**src/rtl/uart_pkg.sv**
```systemverilog
// uart_pkg: frame constants, receiver FSM states and baud divider helper.
// Shared by the UART receive path and a future matching transmitter.
package uart_pkg;

    localparam int DATA_BITS = 8;
    localparam int STOP_BITS = 1;

    typedef enum logic [2:0] {
        IDLE,
        START,
        DATA,
        STOP,
        BREAK
    } uart_rx_state_t;

    // Clock cycles per bit, rounded to nearest.
    function automatic int uart_div(input int clk_hz, input int baud);
        return (clk_hz + baud / 2) / baud;
    endfunction

endpackage

```
**src/rtl/uart_rx_fifo.sv**
```systemverilog
// uart_rx_fifo: small power-of-two byte FIFO with head-data output.
// Push while full is accepted only when a pop happens in the same cycle.
module uart_rx_fifo #(
    parameter int DEPTH = 4
) (
    input  logic                     clk_i,
    input  logic                     rst_ni,
    input  logic                     wr_en_i,
    input  logic [7:0]               wr_data_i,
    output logic                     full_o,
    input  logic                     rd_en_i,
    output logic                     empty_o,
    output logic [7:0]               rd_data_o,
    output logic [$clog2(DEPTH):0]   count_o
);

    localparam int AW = $clog2(DEPTH);
    localparam int CW = AW + 1;

    logic [7:0]    mem_q [DEPTH];
    logic [AW-1:0] wr_ptr_q;
    logic [AW-1:0] rd_ptr_q;
    logic [CW-1:0] cnt_q;
    logic          do_wr;
    logic          do_rd;

    assign empty_o   = (cnt_q == '0);
    assign full_o    = (cnt_q == CW'(DEPTH));
    assign do_rd     = rd_en_i && !empty_o;
    assign do_wr     = wr_en_i && (!full_o || do_rd);
    assign rd_data_o = empty_o ? 8'h00 : mem_q[rd_ptr_q];
    assign count_o   = cnt_q;

    always_ff @(posedge clk_i) begin
        if (do_wr) begin
            mem_q[wr_ptr_q] <= wr_data_i;
        end
    end

    always_ff @(posedge clk_i or negedge rst_ni) begin
        if (!rst_ni) begin
            wr_ptr_q <= '0;
            rd_ptr_q <= '0;
            cnt_q    <= '0;
        end else begin
            if (do_wr) begin
                wr_ptr_q <= wr_ptr_q + AW'(1);
            end
            if (do_rd) begin
                rd_ptr_q <= rd_ptr_q + AW'(1);
            end
            cnt_q <= cnt_q + CW'(do_wr) - CW'(do_rd);
        end
    end

endmodule

```
**src/rtl/uart_rx_monitor.sv**
```systemverilog
// uart_rx_monitor: 8N1 UART receiver for the SoC txd line, with a
// byte FIFO and valid/ready output for on-board consumers.
module uart_rx_monitor
    import uart_pkg::*;
#(
    parameter int CLK_HZ     = 8000000,
    parameter int BAUD       = 115200,
    parameter int FIFO_DEPTH = 4
) (
    input  logic       clock_clock,
    input  logic       resetN,
    input  logic       uart_rxd,
    output logic [7:0] rx_data,
    output logic       rx_valid,
    input  logic       rx_ready,
    output logic       frame_err,
    output logic       overrun,
    output logic       busy
);

    localparam int DIV = uart_div(CLK_HZ, BAUD);
    localparam int TW  = $clog2(DIV);
    localparam logic [TW-1:0] HALF_LD = TW'(DIV / 2 - 1);
    localparam logic [TW-1:0] FULL_LD = TW'(DIV - 1);
    localparam logic [2:0]    LAST_IX = 3'(DATA_BITS - 1);

    if (DIV < 16 || STOP_BITS != 1) begin : g_bad_div
        $error("uart_rx_monitor: DIV must be at least 16");
    end
    if (FIFO_DEPTH < 2 || (FIFO_DEPTH & (FIFO_DEPTH - 1)) != 0) begin : g_bad_depth
        $error("uart_rx_monitor: FIFO_DEPTH must be a power of two >= 2");
    end

    logic           sync1_q;
    logic           sync2_q;
    logic [1:0]     svld_q;
    logic           seen_hi_q;
    uart_rx_state_t state_q, state_d;
    logic [TW-1:0]  tmr_q, tmr_d;
    logic [2:0]     idx_q, idx_d;
    logic [7:0]     sh_q, sh_d;
    logic           ferr_q, ferr_d;
    logic           ovr_q, ovr_d;

    logic           rxs;
    logic           tick;
    logic           push_good;
    logic           pop;
    logic           fifo_full;
    logic           fifo_empty;
    logic [$clog2(FIFO_DEPTH):0] fifo_cnt;
    logic           cnt_unused;

    assign rxs        = sync2_q;
    assign tick       = (tmr_q == '0);
    assign rx_valid   = !fifo_empty;
    assign pop        = rx_valid && rx_ready;
    assign busy       = (state_q != IDLE);
    assign frame_err  = ferr_q;
    assign overrun    = ovr_q;
    assign cnt_unused = ^fifo_cnt;

    always_comb begin
        state_d   = state_q;
        tmr_d     = tick ? tmr_q : tmr_q - TW'(1);
        idx_d     = idx_q;
        sh_d      = sh_q;
        push_good = 1'b0;
        ferr_d    = 1'b0;
        unique case (state_q)
            IDLE: begin
                // Only a fall seen after a genuine high level starts a frame.
                if (seen_hi_q && !rxs) begin
                    tmr_d   = HALF_LD;
                    state_d = START;
                end
            end
            START: begin
                if (tick) begin
                    if (rxs) begin
                        state_d = IDLE;
                    end else begin
                        tmr_d   = FULL_LD;
                        idx_d   = '0;
                        state_d = DATA;
                    end
                end
            end
            DATA: begin
                if (tick) begin
                    sh_d  = {rxs, sh_q[7:1]};
                    tmr_d = FULL_LD;
                    idx_d = idx_q + 3'd1;
                    if (idx_q == LAST_IX) begin
                        state_d = STOP;
                    end
                end
            end
            STOP: begin
                if (tick) begin
                    if (rxs) begin
                        push_good = 1'b1;
                        state_d   = IDLE;
                    end else begin
                        ferr_d  = 1'b1;
                        state_d = BREAK;
                    end
                end
            end
            BREAK: begin
                if (rxs) begin
                    state_d = IDLE;
                end
            end
            default: state_d = IDLE;
        endcase
        ovr_d = push_good && fifo_full && !pop;
    end

    always_ff @(posedge clock_clock or negedge resetN) begin
        if (!resetN) begin
            sync1_q   <= 1'b1;
            sync2_q   <= 1'b1;
            svld_q    <= '0;
            seen_hi_q <= 1'b0;
            state_q   <= IDLE;
            tmr_q     <= '0;
            idx_q     <= '0;
            sh_q      <= '0;
            ferr_q    <= 1'b0;
            ovr_q     <= 1'b0;
        end else begin
            sync1_q   <= uart_rxd;
            sync2_q   <= sync1_q;
            svld_q    <= {svld_q[0], 1'b1};
            seen_hi_q <= seen_hi_q | (svld_q[1] & sync2_q);
            state_q   <= state_d;
            tmr_q     <= tmr_d;
            idx_q     <= idx_d;
            sh_q      <= sh_d;
            ferr_q    <= ferr_d;
            ovr_q     <= ovr_d;
        end
    end

    uart_rx_fifo #(
        .DEPTH(FIFO_DEPTH)
    ) u_fifo (
        .clk_i    (clock_clock),
        .rst_ni   (resetN),
        .wr_en_i  (push_good),
        .wr_data_i(sh_d),
        .full_o   (fifo_full),
        .rd_en_i  (rx_ready),
        .empty_o  (fifo_empty),
        .rd_data_o(rx_data),
        .count_o  (fifo_cnt)
    );

endmodule

```
**config.mk**
```make
export PLATFORM = sky130hd
export DESIGN_NAME = uart_rx_monitor
export DESIGN_NICKNAME = d
export VERILOG_FILES = /design/src/rtl/uart_pkg.sv /design/src/rtl/uart_rx_fifo.sv /design/src/rtl/uart_rx_monitor.sv
export SDC_FILE = /design/constraint.sdc
export NUM_CORES = 1
export LEC_CHECK = 0
export ABC_AREA = 1
export BUFFER_PORTS_ARGS = -buffer_cell sky130_fd_sc_hd__buf_2
export CAP_MARGIN = 15
export CORE_UTILIZATION = 54
export CTS_CLUSTER_DIAMETER = 200
export DETAILED_ROUTE_END_ITERATION = 8
export PLACE_DENSITY = 0.77
export SLEW_MARGIN = 5
export SYNTH_ARGS = -nofsm -noshare
export SYNTH_HDL_FRONTEND = slang
export SYNTH_SLANG_ARGS = --single-unit
```
**constraint.sdc**
```tcl
create_clock -name clock_clock -period 1.91 [get_ports clock_clock]
set_input_delay 0.0955 -clock clock_clock [delete_from_list [all_inputs] [get_ports clock_clock]]
set_output_delay 0.0955 -clock clock_clock [all_outputs]
set_load 0.05 [all_outputs]
```
==> results of run 1 <==
[registers in the layout (all words and copies together), names as in the netlist, 2 cells and up]
| name | flops |
|---|---|
| idx_q | 3 |
| sh_q | 8 |
| state_q | 3 |
| svld_q | 2 |
| tmr_q | 7 |
| u_fifo.count_o | 3 |
| u_fifo.mem_q | 32 |
| u_fifo.rd_ptr_q | 2 |
| u_fifo.wr_ptr_q | 2 |
[logic make-up (layout without fill, tap and decap cells)]
family	after synthesis	count (layout)	synth area share, %
AO/OA/AOI/OAI	46	46	8.90
XOR/XNOR	6	6	1.71
adder cells (fa/ha/maj)	12	12	5.12
buffers and inverters	39	84	5.48
flip-flops	67	67	59.7
other	1	1	0.122
AND/OR/NAND/NOR	129	129	19.0
[area by class of cell]
cell class	count	area share, %
Multi-Input combinational cell	194	30.5
Tap cell	72	2.51
Clock inverter	7	2.33
Sequential cell	67	51.2
Clock buffer	9	3.45
Inverter	32	3.34
Timing Repair Buffer	36	6.62
[routing by layer]
layer | up-vias | track usage, %
li1 | 1063 | -
met2 | 28 | 34.9
met4 | 0 | 9.62
met3 | 10 | 4.94
met5 | - | 0
met1 | 1005 | 22.0
[layout by cell type, fill, tap and decap left out, types with 4 or more instances in the layout]
master / n
sky130_fd_sc_hd__o21ai_2: 7
sky130_fd_sc_hd__nand3_1: 9
sky130_fd_sc_hd__nor2_1: 60
sky130_fd_sc_hd__nand2_1: 41
sky130_fd_sc_hd__o21ai_1: 4
sky130_fd_sc_hd__clkbuf_8: 9
sky130_fd_sc_hd__o21ai_0: 18
sky130_fd_sc_hd__nand4_1: 4
sky130_fd_sc_hd__ha_1: 10
sky130_fd_sc_hd__a21oi_1: 12
sky130_fd_sc_hd__buf_4: 19
sky130_fd_sc_hd__inv_1: 28
sky130_fd_sc_hd__dfrtp_1: 33
sky130_fd_sc_hd__buf_2: 15
sky130_fd_sc_hd__inv_2: 4
sky130_fd_sc_hd__xor2_1: 5
sky130_fd_sc_hd__edfxtp_1: 32
[synthesized netlist by cell type (2+ instances only)]
library cell	count
sky130_fd_sc_hd__a21oi_1	12
sky130_fd_sc_hd__a21oi_2	3
sky130_fd_sc_hd__buf_2	3
sky130_fd_sc_hd__buf_6	2
sky130_fd_sc_hd__dfrtp_1	33
sky130_fd_sc_hd__dfstp_2	2
sky130_fd_sc_hd__edfxtp_1	32
sky130_fd_sc_hd__ha_1	11
sky130_fd_sc_hd__inv_1	31
sky130_fd_sc_hd__nand2_1	43
sky130_fd_sc_hd__nand2_2	2
sky130_fd_sc_hd__nand3_1	10
sky130_fd_sc_hd__nand4_1	4
sky130_fd_sc_hd__nor2_1	62
sky130_fd_sc_hd__nor2_4	3
sky130_fd_sc_hd__o21ai_0	18
sky130_fd_sc_hd__o21ai_1	4
sky130_fd_sc_hd__o21ai_2	7
sky130_fd_sc_hd__xor2_1	5
[power by group through the flow]
stage | combinational [W] | sequential (W) | clock (W)
after floorplan | 0.00190 | 0.00190 | 0
after global placement | 0.00238 | 0.00192 | 0
after detailed placement | 0.00245 | 0.00193 | 0
after CTS | 0.00247 | 0.00190 | 0.00123
after global routing | 0.00275 | 0.00193 | 0.00129
final | 0.00248 | 0.00190 | 0.00120
[path summary, 6_finish.rpt]
check	start	end	slack, ns	cells after the start
worst min-delay path	rx_ready	u_fifo.rd_ptr_q[0]	0.12	5
worst max register to register	tmr_q[1]	u_fifo.count_o[1]	0.12	10
worst max-delay path	u_fifo.rd_ptr_q[0]	rx_data[6]	0.11	5
worst min register to register	svld_q[0]	svld_q[1]	0.35	0
max in group asynchronous	resetN	u_fifo.count_o[0]	1.06	2
min in group asynchronous	resetN	idx_q[1]	0.37	2
[stage by stage]
step	cell area, um^2	setup TNS, ns	setup slack [ns]	total power, W
6_report	3590	0	0.109	0.00559
2_1_floorplan	3090	-0.0753	-0.0753	0.00380
5_1_grt	3590	0	0.00471	0.00597
3_3_place_gp	3340	0	0.0531	0.00430
4_1_cts	3570	0	0.0173	0.00560
3_5_place_dp	3340	0	0.0298	0.00438
[worst register-to-register path: cells and delay by family, from the launching register on]
kind,cells,cell delay (ns)
adders and majority gates,3,0.74
DFF,1,0.39
and+or+nand+nor,4,0.35
buffers and inverters,3,0.19
[timing repair]
item                       CTS  global route
resized for setup            0             7
hold buffers                 2             0
hold endpoints to repair    34             0
buffers inserted             0             1
setup endpoints to repair    0            42
==> impl_summary.md, run 1 <==
Critical path
The critical path is of the reg2out type. The worst setup path is launched from a register. Data arrives at the worst endpoint at around 1.7 ns. Walking the worst path, the cells encountered are buf_4 -> inv_2 -> o21ai_0 -> a21oi_1 -> buf_2. The slowest cell on the critical path is sky130_fd_sc_hd__dfrtp_1. On the worst path, the slowest cell contributes a delay of around 0.37 ns. The critical path buffer and inverter count is 3. STA puts the critical path data required time at 1.81 ns. Along the worst path, the maximum fanout reaches 18.

The kind of end point of the critical path is an output pin. Among cell families on the critical path, the largest total delay comes from buffers and inverters.

STA
The setup skew after layout is 0.00464 ns. The number of endpoints with negative hold slack in the final report is 0. For the pin with the worst max-slew slack, the measured transition is roughly 0.77 ns.

The number of max-slew violations in the final report is 0. The share of the cycle needed by the critical path after routing is a little over nine tenths. Setup repair after global routing left no endpoint under its margin. In this run the tightest slew margin relative to its limit is 48.7%. The number of failing setup endpoints in the final timing report is 0. Static timing analysis puts the maximum clock frequency at 555 MHz. The hold slack is 0.116 ns.

Counting I/O delays and the setup requirement, the final critical path takes 1.80 ns.

Floorplanning
The core region is 5510 um^2. Measured along the x axis, the die boundary spans about 78 um. The count of boundary I/O pins is 16. The initialized floorplan defines 27 standard-cell rows. The height of the chip is 77.5 um. The floorplan die area is around 6000 um^2.

The starting utilization of the core area is 55.9%.

Clock tree
The clock transition at the register clock pins on the worst setup and hold paths after CTS is 0.07 ns. The number of buffers created by CTS is 9. The count of clock tree sinks is 67. TritonCTS built the clock tree. The level count of the clock H-tree is 3. At the later pin of the worst-skew pair, clock insertion delay measures 0.34 ns. The number of buffers on the longest clock path is 2. The root buffer cell is sky130_fd_sc_hd__clkbuf_8.

Pwr
The power per standard cell area is between 1500 and 2000 nW/um^2. The net switching power figure is between 0.002 and 0.0025 W. Net switching is 43.5% of the power.

The leakage power total is 1.64 nW. The internal portion of the total power is between 0.003 and 0.004 W. The worst-case vdd ir drop is roughly 0.94 mV.

The part of the power in registers is 34.1%. The logic gate share of total power is 44.4%. The share of power burned in the clock network is 21.5%.

Drt
The routed design has 5230 um of wire. The number of optimization iterations in the first detailed-route pass is 4. The detailed router's first-iteration violation count is a little over 90. The number of vias in the routed layout is 2106. Summed over all nets, wire length on met3 after detailed routing comes to 152 um.

The highest layer touched by signal routing is met4. In this run the remaining antenna-violating nets after routing total 0. The via density per instance is 5.05. The detailed router put a total of 2300 um of wire on met1. The total met2 wirelength after detailed routing is 2680 um. In the routed design, unresolved DRC markers number 0. The average wire per standard cell is 12.5 um.

GRT
Entering global routing, the biggest net connects 36 pins. The number of antenna violations at the first check in global routing is 0. The via count of the first global-routing pass is between 2000 and 2500. The first-pass GRT wire length is a little under 9000 um. The global-route congestion overflow total is 0. The total global routing track utilization is approximately a fifth.

Yosys
The synthesized design contains 67 register bits. In this run the cell area of the synthesized design comes to 3080 um^2. Sorting the synthesized cells by area gives the leading types as sky130_fd_sc_hd__edfxtp_1 31%, sky130_fd_sc_hd__dfrtp_1 27%, sky130_fd_sc_hd__nor2_1 7.6%, sky130_fd_sc_hd__nand2_1 5.2%, sky130_fd_sc_hd__ha_1 4.5%. The number of instances in the synthesized netlist is 300. Summed over all instances, the cell type with the most area after synthesis is sky130_fd_sc_hd__edfxtp_1. The sequential area share after synthesis is about three fifths.

In the synthesized netlist the dominant register cell turns out to be sky130_fd_sc_hd__dfrtp_1. The count of unique library cells instantiated by Yosys is 32. Synthesis produced a netlist with a net count of around 320. The async set-reset flop share out of synthesis is 52.2%. The total number of yosys warnings is 0. The average footprint of a synthesized cell is 10.3 um^2. The top cell type's share of synthesized area is between 30% and 40%. The number of enable flip-flop cells after synthesis is 32.

Cells and area
Registers take 1840 um^2. After filler insertion, the fill cell instance count of the layout stands at 431. After the last flow step, the layout net total stands at 356. The fraction of layout cells with a size suffix above 1 is 24.3%. The total area of multi-input combinational cells is 1100 um^2. For this run, the share of the core covered by cells in the final layout is roughly 65%. The layout overhead on the synthesized area is 16.6%. For this run, the number of standard cells in the final layout without fillers is 417.

The number of antenna diodes in the final layout is 0.

Placed design
In this run, placement finished with an instance count of 398. The total half-perimeter wirelength after legalization and detailed placement is 3560 um. The routability congestion estimate is ~0.81.

The number of buffer cells added on primary ports is 15.

Outcome
The run finished with clean final reports.

Worst hold path
The path class of the lowest-slack min-delay path is in2reg.

Job
The count of maximum capacitance violations is 0.
Note: power is estimated with default switching activity, not from simulation.
==> run 2: changes to the inputs <==
--- a/config.mk
+++ b/config.mk
@@ -6,11 +6,11 @@
 export NUM_CORES = 1
 export LEC_CHECK = 0
 export ABC_AREA = 1
-export BUFFER_PORTS_ARGS = -buffer_cell sky130_fd_sc_hd__buf_2
 export CAP_MARGIN = 15
-export CORE_UTILIZATION = 54
+export CORE_UTILIZATION = 56
 export CTS_CLUSTER_DIAMETER = 200
 export DETAILED_ROUTE_END_ITERATION = 8
+export DONT_BUFFER_PORTS = 1
 export PLACE_DENSITY = 0.77
 export SLEW_MARGIN = 5
 export SYNTH_ARGS = -nofsm -noshare
==> run 2 against run 1 <==
Combinational power increased by 4%. Cell area increased by 2.0%. Final cell count decreased by 1.4%. Power increased by 6.7%. Highest routed layer unchanged. Critical path type is now reg2reg. Register-to-register slack got worse by 0.04 ns. Setup slack got worse by 0.025 ns. Largest power group unchanged. Sequential share of layout area decreased by 0.96 points. Routed wire length increased by 7.7%.
==> impl_summary.md, run 2 (synthesized netlist as in run 1, its figures left out) <==
Floorplanning
The count of boundary I/O pins is 16 (unchanged). The total number of placement rows is 26 (-3.7%). The die span in x is 76.2 um (-1.8%).

The starting utilization of the core area was 59.2% (+3.2 points). The area inside the core boundary is 5200 um^2 (-5.5%). The height of the chip is 76.2 um (-1.8%). The floorplan die area came to 5800 um^2 (-3.5%).

Cells and area
The number of antenna cells inserted is 0 (unchanged). The total area of multi-input combinational cells is 1100 um^2 (+0.23%). The flip-flop count of the largest register after layout came to 32 (unchanged).

The layout overhead on the synthesized area is 18.9%. The count of nets after finishing was 352 (-1.1%). The fraction of layout cells with a size suffix above 1 is 23.2% (-1.2 points).

The register ranked first by flip-flop count is u_fifo.mem_q. In the layout the commonest cells are 60 x sky130_fd_sc_hd__nor2_1, 42 x sky130_fd_sc_hd__nand2_1, 32 x sky130_fd_sc_hd__dfrtp_1, 32 x sky130_fd_sc_hd__edfxtp_1, 28 x sky130_fd_sc_hd__inv_1. The count of fill cells added during filler insertion is 395 (-8.4%).

The most common library cell in the layout ignoring fill and taps is sky130_fd_sc_hd__nor2_1. The sequential cell area in the final layout is 1840 um^2 (about the same). The largest registers in the layout are u_fifo.mem_q (32), sh_q (8), tmr_q (7). The final cell count without fillers is 411 (-1.4%).

STA
The post-route minimum period is 1.83 ns (+0.0247 ns). The maximum operating frequency came to 548 MHz (-1.4%). The final-layout setup total negative slack is 0 ns (unchanged). Setup repair after global routing could not meet its margin everywhere. The number of max-slew violations in the final report is 0 (unchanged). The setup skew after layout was 0.00880 ns (+0.00415 ns). The number of failing setup endpoints in the final timing report is 0 (unchanged). The share of the cycle needed by the critical path after routing is 95.6% (+1.3 points). The number of endpoints with negative hold slack in the final report was 0 (unchanged).

Critical path
STA classifies the critical path startpoint as a register. STA classifies the critical path endpoint as a register. The maximum fanout encountered on the critical timing path is 3 (-15).

The worst setup path category is reg2reg. The signal on the critical path passes through inv_2 -> ha_1 -> nand2_2 -> inv_1 -> nand3_2 -> nor2_4 -> nand3_2 -> inv_2 -> ha_2 -> fa_2. Grouping stages by cell kind, the critical path spends the most delay in adder cells. The largest individual stage delay along the critical path comes from the cell sky130_fd_sc_hd__dfrtp_1. The critical path buffer and inverter count is 3 (unchanged). In this run the critical register-to-register path is launched from tmr_q[1]. The arrival time of data at the critical path endpoint is 2.05 ns (+0.34 ns). In this run the worst setup path begins at tmr_q[1]. The peak per-stage delay on the critical path is 0.42 ns (+0.05 ns). The required time at the worst-slack endpoint is 2.13 ns (+0.32 ns).

The minimum setup slack among reg-to-reg paths is 0.08 ns (-0.04 ns).

GRT
The maximum number of pins on one net before global-route repair came to 36 (unchanged). The global-route congestion overflow total was 0 (unchanged). The total global routing track utilization was 21.5% (+1.8 points). The number of antenna violations at the first check in global routing was 0 (unchanged). The via count of the first global-routing pass came to 2070 (+3.4%). The first-pass GRT wire length is 9390 um (+6.3%).

Clock tree
The level count of the clock H-tree was 3 (unchanged). The number of buffers on the longest clock path was 2 (unchanged). The root buffer cell is sky130_fd_sc_hd__clkbuf_8. The count of clock tree sinks is 67 (unchanged). The clock transition at the register clock pins on the worst setup and hold paths after CTS was 0.08 ns (about the same). TritonCTS built the clock tree. The number of buffers created by CTS is 9 (unchanged). The clock insertion delay at the later pin of the skew report is 0.34 ns (about the same).

Worst hold path
The path class of the lowest-slack min-delay path is in2reg. The startpoint of the tightest hold check path is rx_ready.

Drt
The DRC violations left is 0 (unchanged). The detailed router's first-iteration violation count is 87 (-5.4%). The number of vias in the routed layout is 2117 (+0.52%). The remaining antenna violation count was 0 (unchanged). The total wire length after detailed routing was 5630 um (+7.7%). The average wire per standard cell is 13.7 um (+9.3%).

The via density per instance came to 5.15 (+2.0%). The number of optimization iterations in the first detailed-route pass is 4 (unchanged).

Outcome
The run finished with clean final reports.

Placed design
The number of buffer cells added on primary ports is 0 (-15). The total half-perimeter wirelength after legalization and detailed placement is 3560 um (+0.24%). The routability congestion estimate was 0.869 (+7.0%). The count of placed standard cells including taps is 390 (-2.0%).

Job
The count of maximum capacitance violations is 0 (unchanged).

Pwr
The leakage power total came to 1.65 nW (+0.90%). The power per standard cell area is 1630 nW/um^2 (+4.7%). The worst-case vdd ir drop is 0.962 mV (+1.9%).
run 2: per-stage QoR:
step / power (W) / area, um^2 / utilization (%) / hold slack [ns] / setup WS (ns)
final: 0.00596 / 3660 / 70.4 / 0.117 / 0.0842
after floorplan: 0.00380 / 3090 / - / -0.200 / -0.0753
after CTS: 0.00594 / 3630 / 69.8 / 0.101 / 0.0177
after global placement: 0.00436 / 3330 / 64.0 / -0.199 / 0.0585
after global routing: 0.00632 / 3660 / 70.4 / 0.117 / -0.0592
after detailed placement: 0.00444 / 3330 / 64.0 / -0.200 / -0.000561
run 2: worst paths after layout:
kind	to	cells past startpoint
setup / recovery	u_fifo.count_o[1]	10
hold / removal	overrun	4
setup reg to reg	u_fifo.count_o[1]	10
hold reg to reg	svld_q[1]	0
max in group asynchronous	rxs	2
min in group asynchronous	sh_q[5]	2
run 2: cell type report:
cell class | count | share of cell area, %
inverter | 32 | 3.35
timing repair buffer | 32 | 7.21
clock inverter | 7 | 3.42
clock buffer | 9 | 3.38
multi-input combinational | 194 | 30.0
sequential | 67 | 50.2
tap | 70 | 2.39
run 2: what timing repair did:
item,4_1_cts,5_1_grt
gates resized for setup,1,9
hold endpoints to repair,37,0
hold buffers,4,0
endpoints found under the setup margin,1,40
setup buffers,0,1
pin swaps,0,1
run 2: worst register-to-register path: cells and delay by family (launching register included):
family | cells | cell delay [ns]
DFF | 1 | 0.42
and+or+nand+nor | 4 | 0.36
buffers and inverters | 3 | 0.19
adders and majority gates | 3 | 0.73
run 2: where the power goes:
part,internal (W),leakage (nW),switching (W)
combinational,0.000864,0.784,0.00171
sequential,0.00175,0.744,0.000195
clock,0.000878,0.124,0.000566
run 2: layer usage:
layer  vias to the layer above  share of wire, %  wire [um]  track usage, %
met5                         -                 0          0               0
met3                        12               4.2        234            6.23
met4                         0               1.8        101            9.42
li1                       1052                 -          -               -
met1                      1005                42       2390            25.0
met2                        48                52       2910            37.2
